File: config.mk
export PLATFORM = sky130hd
export DESIGN_NAME = bram_stream_reader
export DESIGN_NICKNAME = d
export VERILOG_FILES = /design/src/rtl/bram_stream_reader.sv
export SDC_FILE = /design/constraint.sdc
export NUM_CORES = 1
export LEC_CHECK = 0
export ABC_AREA = 1
export BUFFER_PORTS_ARGS = -buffer_cell sky130_fd_sc_hd__buf_2
export CORE_MARGIN = 4
export CORE_UTILIZATION = 50
export CTS_BUF_LIST = sky130_fd_sc_hd__clkbuf_2 sky130_fd_sc_hd__clkbuf_4 sky130_fd_sc_hd__clkbuf_8
export DETAILED_ROUTE_END_ITERATION = 8
export GPL_TIMING_DRIVEN = 0
export PLACE_DENSITY = 0.72
export SLEW_MARGIN = 5
export SYNTH_ARGS = -nofsm -noshare
export SYNTH_HDL_FRONTEND = slang
export SYNTH_SLANG_ARGS = --single-unit
File: constraint.sdc
create_clock -name aclk -period 3.4 [get_ports aclk]
set_clock_uncertainty 0.05 [all_clocks]
set_input_delay 0.17 -clock aclk [delete_from_list [all_inputs] [get_ports aclk]]
set_output_delay 0.17 -clock aclk [all_outputs]
set_load 0.05 [all_outputs]
File: src/rtl/bram_stream_reader.sv
// Reads data_num words from a data BRAM and streams them out as AXI4-Stream, using a credit-limited FIFO.
// Define BRAM_RD_LAT2_EN for a 2-cycle BRAM read latency (output register); default is 1 cycle.
module bram_stream_reader #(
  parameter int pADDR_WIDTH  = 12,
  parameter int pDATA_WIDTH  = 32,
  parameter int MAX_DATA_NUM = 1024,
  localparam int CNT_W = $clog2(MAX_DATA_NUM + 1)
) (
  input  logic                   aclk,
  input  logic                   aresetn,
  input  logic                   in_ap_start,
  input  logic [CNT_W-1:0]       data_num,
  output logic                   out_ap_idle,
  output logic                   out_ap_done,
  output logic [pADDR_WIDTH-1:0] out_A_data,
  output logic                   out_EN_data,
  input  logic [pDATA_WIDTH-1:0] in_Do_data,
  output logic [pDATA_WIDTH-1:0] out_m_tdata,
  output logic                   out_m_tvalid,
  output logic                   out_m_tlast,
  input  logic                   in_m_tready
);

`ifdef BRAM_RD_LAT2_EN
  localparam int LAT = 2;
`else
  localparam int LAT = 1;
`endif
  localparam int DEPTH = LAT + 1;
  localparam int PTR_W = $clog2(DEPTH);
  localparam int OCC_W = $clog2(DEPTH + 1);
  localparam int BYTES = pDATA_WIDTH / 8;

  typedef enum logic [1:0] {S_IDLE, S_RUN, S_DONE} state_t;
  state_t r_state, w_state_nxt;

  logic [CNT_W-1:0]       r_n, r_k, w_n_clamp;
  logic [pADDR_WIDTH-1:0] r_addr;
  logic [LAT-1:0]         r_vld_pipe, r_last_pipe;
  logic [pDATA_WIDTH-1:0] r_mem [DEPTH];
  logic [DEPTH-1:0]       r_mem_last;
  logic [PTR_W-1:0]       r_wptr, r_rptr;
  logic [OCC_W-1:0]       r_occ;
  logic [OCC_W:0]         w_inflight, w_credit;
  logic                   w_issue, w_pop, w_wr, w_empty, w_head_last;

  function automatic logic [PTR_W-1:0] ptr_inc(input logic [PTR_W-1:0] p);
    return (p == PTR_W'(DEPTH - 1)) ? '0 : p + 1'b1;
  endfunction

  assign w_n_clamp   = (data_num > CNT_W'(MAX_DATA_NUM)) ? CNT_W'(MAX_DATA_NUM) : data_num;
  assign w_empty     = (r_occ == '0);
  assign w_pop       = !w_empty && in_m_tready;
  assign w_wr        = r_vld_pipe[LAT-1];
  assign w_head_last = r_mem_last[r_rptr];

  // Reads in flight plus words buffered must never exceed the FIFO depth.
  always_comb begin
    w_inflight = '0;
    for (int i = 0; i < LAT; i++) w_inflight = w_inflight + (OCC_W+1)'(r_vld_pipe[i]);
  end
  assign w_credit = w_inflight + {1'b0, r_occ} - (OCC_W+1)'(w_pop);
  assign w_issue  = (r_state == S_RUN) && (r_k < r_n) && (w_credit < (OCC_W+1)'(DEPTH));

  always_comb begin
    w_state_nxt = r_state;
    out_ap_idle = 1'b0;
    out_ap_done = 1'b0;
    case (r_state)
      S_IDLE: begin
        out_ap_idle = 1'b1;
        if (in_ap_start) w_state_nxt = (w_n_clamp == '0) ? S_DONE : S_RUN;
      end
      S_RUN:  if (w_pop && w_head_last) w_state_nxt = S_DONE;
      S_DONE: begin
        out_ap_done = 1'b1;
        w_state_nxt = S_IDLE;
      end
      default: w_state_nxt = S_IDLE;
    endcase
  end

  always_ff @(posedge aclk or negedge aresetn) begin
    if (!aresetn) r_state <= S_IDLE;
    else          r_state <= w_state_nxt;
  end

  always_ff @(posedge aclk or negedge aresetn) begin
    if (!aresetn) begin
      r_n         <= '0;
      r_k         <= '0;
      r_addr      <= '0;
      r_vld_pipe  <= '0;
      r_last_pipe <= '0;
    end else begin
      if (r_state == S_IDLE && in_ap_start) begin
        r_n    <= w_n_clamp;
        r_k    <= '0;
        r_addr <= '0;
      end else if (w_issue) begin
        r_k    <= r_k + 1'b1;
        r_addr <= r_addr + pADDR_WIDTH'(BYTES);
      end
      r_vld_pipe[0]  <= w_issue;
      r_last_pipe[0] <= w_issue && (r_k == r_n - 1'b1);
      for (int i = 1; i < LAT; i++) begin
        r_vld_pipe[i]  <= r_vld_pipe[i-1];
        r_last_pipe[i] <= r_last_pipe[i-1];
      end
    end
  end

  always_ff @(posedge aclk or negedge aresetn) begin
    if (!aresetn) begin
      r_wptr <= '0;
      r_rptr <= '0;
      r_occ  <= '0;
    end else begin
      if (w_wr)  r_wptr <= ptr_inc(r_wptr);
      if (w_pop) r_rptr <= ptr_inc(r_rptr);
      r_occ <= r_occ + OCC_W'(w_wr) - OCC_W'(w_pop);
    end
  end

  // Storage needs no reset: occupancy gates every use of it.
  always_ff @(posedge aclk) begin
    if (w_wr) begin
      r_mem[r_wptr]      <= in_Do_data;
      r_mem_last[r_wptr] <= r_last_pipe[LAT-1];
    end
  end

  assign out_EN_data  = w_issue;
  assign out_A_data   = w_issue ? r_addr : '0;
  assign out_m_tvalid = !w_empty;
  assign out_m_tdata  = w_empty ? '0 : r_mem[r_rptr];
  assign out_m_tlast  = !w_empty && w_head_last;

endmodule

==> results.cfg <==
[run_status]
status = completed

[hold_path]
worstHoldStart = data_num[5]
hold-path-cell-count = 3
min_to = r_n[5]
min_path_type = input port to register

[setup_path]
crit_type = register to primary output
r2r_cells = 14
critical_path.slowest_cell = fa_1
cpPeakStageDelay_ns = 0.46
r2r-start = r_occ[1]
worstPathMaxFanout = 16
cp_cell_sequence = nor2_4 > nor2_2 > ha_1 > inv_1 > ha_1 > fa_1 > nor2_1 > nand2_2 > nor2_4 > nand4_4 > nor2_1 > buf_6
cp_data_required_time_ns = 3.18
r2r_setup_slack_ns = 0.43
crit_family = simple AND/OR/NAND/NOR gates
worstPathBufferInverterCount = 2
cp.arrival_ns = 3.04
rr_endpoint = r_k[0]
critPathCaptureType = primary output
start_kind = register
cp-startpoint = r_occ[1]

[place]
pre_cts_slack_ns = -0.03155
gp_congestion = 0.9016
place_inst = 819
place_hpwl_um = 8466
postPlaceCellArea_um2 = 5981
port_buffers = 93

[route]
wire_per_inst_um = 14.10
wirelength_um = 12350
first_iter_violations = 270
via_count = 4467
drc = 0
ant_nets = 0
dr.pass1.iters = 5
viasPerCell = 5.099

[sta]
setup_viol = 0
hold_ws_ns = 0.03360
slew_headroom_pct = 21.59
grt_setup_unrepaired = true
drv_slew = 0
setup_tns_ns = 0
post-route-period-util_pct = 95.83
fin_ws_ns = 0.1418
max_freq_ghz = 0.3069
tightest_slew_ns = 1.169
hold_viol_final = 0
period_needed_ns = 3.258

[grt]
overflow = 0
grt_pass1_vias = 4412
grt_max_degree = 41
grt_usage_pct = 20.35
grt_pass1_wl_um = 20620
antenna_found_initial = 0

[synth]
synth_top_area_share_pct = 37.35
yosys.area_share.simple_pct = 22.99
synth_warnings = 0
netlist_top_cells_count = nand2_1, edfxtp_1, nor2_1
synth_area_leaders = edfxtp_1, dfrtp_1, nand2_1
synth.most_common_cell = nand2_1
synth_cell_types = 34
synthFlopType = edfxtp_1
synth_edf_count = 66
ys_ff_latch = 106
synthXorXnorAreaFrac_pct = 2.806
synth_top_family_by_area = simple AND/OR/NAND/NOR gates
synth_compound_area_share_pct = 7.286
yosys.area.top_type = edfxtp_1
syn_inst = 588
avgSynthCellArea_um2 = 9.024
yosys.area_share.adder_pct = 4.150
seq_area_frac_synth_pct = 56.21
async_flop_share_pct = 37.74
synthMuxAreaShare_pct = 0
synth_area_um2 = 5306

[power_and_ir_drop]
power.internal_mw = 2.828
power_density_nw_per_um2 = 884.6
power.total_mw = 5.882
power_frac_seq_pct = 30.8
swShare_pct = 51.92
p_clk_share_pct = 13.5
peakVddDrop_mv = 0.6187
p_leak_nw = 3.019
power.switching_mw = 3.054
share_comb_of_total_power_pct = 55.6

[layout]
layout.cells.non_filler = 876
design_area_um2 = 6649
diodes = 0
drive_gt1_share_pct = 18.78
fin_util_pct = 64.40
nets = 799
syn_to_final_growth_pct = 25.30

[clock_network]
cts.clk_slew.worst_paths_ns = 0.11
cts_root_buffer = clkbuf_8
cts_sinks = 106
cts_tree = built
clockBufferDepth = 2
clkLatencyLatePin_ns = 0.37
numCtsBuffers = 9
htreeDepth = 3

[run]
maxCapViolations = 0

[die]
die_w_um = 111.0
pin_count = 96
coreArea_um2 = 10320
die_h_um = 111.0
initial_utilization_pct = 51.40
dieArea_um2 = 12320
fp-row-count = 37
-- worst reg2reg max path, cell delays in order (launching register included) --
cell and delay, ns:
dfrtp_1 0.45, nor2_4 0.14, nor2_2 0.06, ha_1 0.27, inv_1 0.04, ha_1 0.19, fa_1 0.46, nor2_1 0.13
nand2_2 0.08, nor2_4 0.14, nand4_4 0.23, buf_4 0.24, nand2_4 0.12, buf_6 0.16, o21ai_0 0.09
-- what timing repair did --
item,4_1_cts,5_1_grt
pin swaps,1,1
hold endpoints to repair,110,0
setup endpoints to repair,11,11
resized for setup,9,10
hold buffers,39,0
buffers inserted,1,2
-- power groups by stage --
stage	Clock [mW]	Sequential, mW	Combinational [mW]
global route	0.891	1.84	3.60
floorplan	0	1.78	2.45
CTS	0.817	1.81	3.23
finish	0.796	1.81	3.27
global placement	0	1.82	3.09
detailed placement	0	1.83	3.17
-- logic make-up after synthesis --
logic type,count (synthesis)
AOI/OAI and AO/OA,74
xor gates and xnor gates,17
adders and majority gates,17
buffers and inverters,82
DFF,106
other,1
and+or+nand+nor,291
-- sequential cells by signal (all words and copies together) (netlist names), 2 cells and up --
signal and count:
r_mem_last 2, r_mem 64, r_n 11, r_addr 10, r_state 2, r_occ 2, r_k 11
-- area by class of cell --
type	instances	area [µm²]
clock buffers	9	123.9
multi-input cells	401	2001
well taps	136	170.2
inverters	61	229.0
plain buffers	20	110.1
clock inverters	7	91.34
fillers	841	3675
flip-flops and latches	106	2983
repair buffers	136	940.9
-- per-layer routing --
| layer | track usage, % | wire length, µm | vias up |
|---|---|---|---|
| met5 | 0 | 0 | - |
| met4 | 6.813 | 281 | 0 |
| met3 | 4.694 | 688 | 24 |
| li1 | - | - | 2214 |
| met2 | 34.34 | 6075 | 137 |
| met1 | 25.96 | 5306 | 2092 |
-- layout by cell type (no fill, tap or decap), drive strengths merged --
master / count
a21o: 1
a21oi: 36
and3: 1
buf: 104
clkbuf: 22
clkinv: 4
conb: 2
dfrtp: 40
dlygate4sd3: 39
edfxtp: 66
fa: 1
ha: 16
inv: 64
nand2: 171
nand3: 44
nand3b: 2
nand4: 3
nor2: 64
nor3: 5
nor3b: 1
o21ai: 33
o22ai: 3
o31ai: 1
xnor2: 2
xor2: 15
-- worst max-delay path by stage --
stage	slack, ns	cells past startpoint	endpoint
floorplan	0.13	12	out_A_data[10]
finish	0.14	12	out_A_data[2]
CTS	0.04	13	out_A_data[4]
detailed placement	-0.03	13	out_A_data[4]
global placement	0.004	13	out_A_data[2]
global route	-0.06	12	out_A_data[2]
Power figures use the tool's default switching activity.
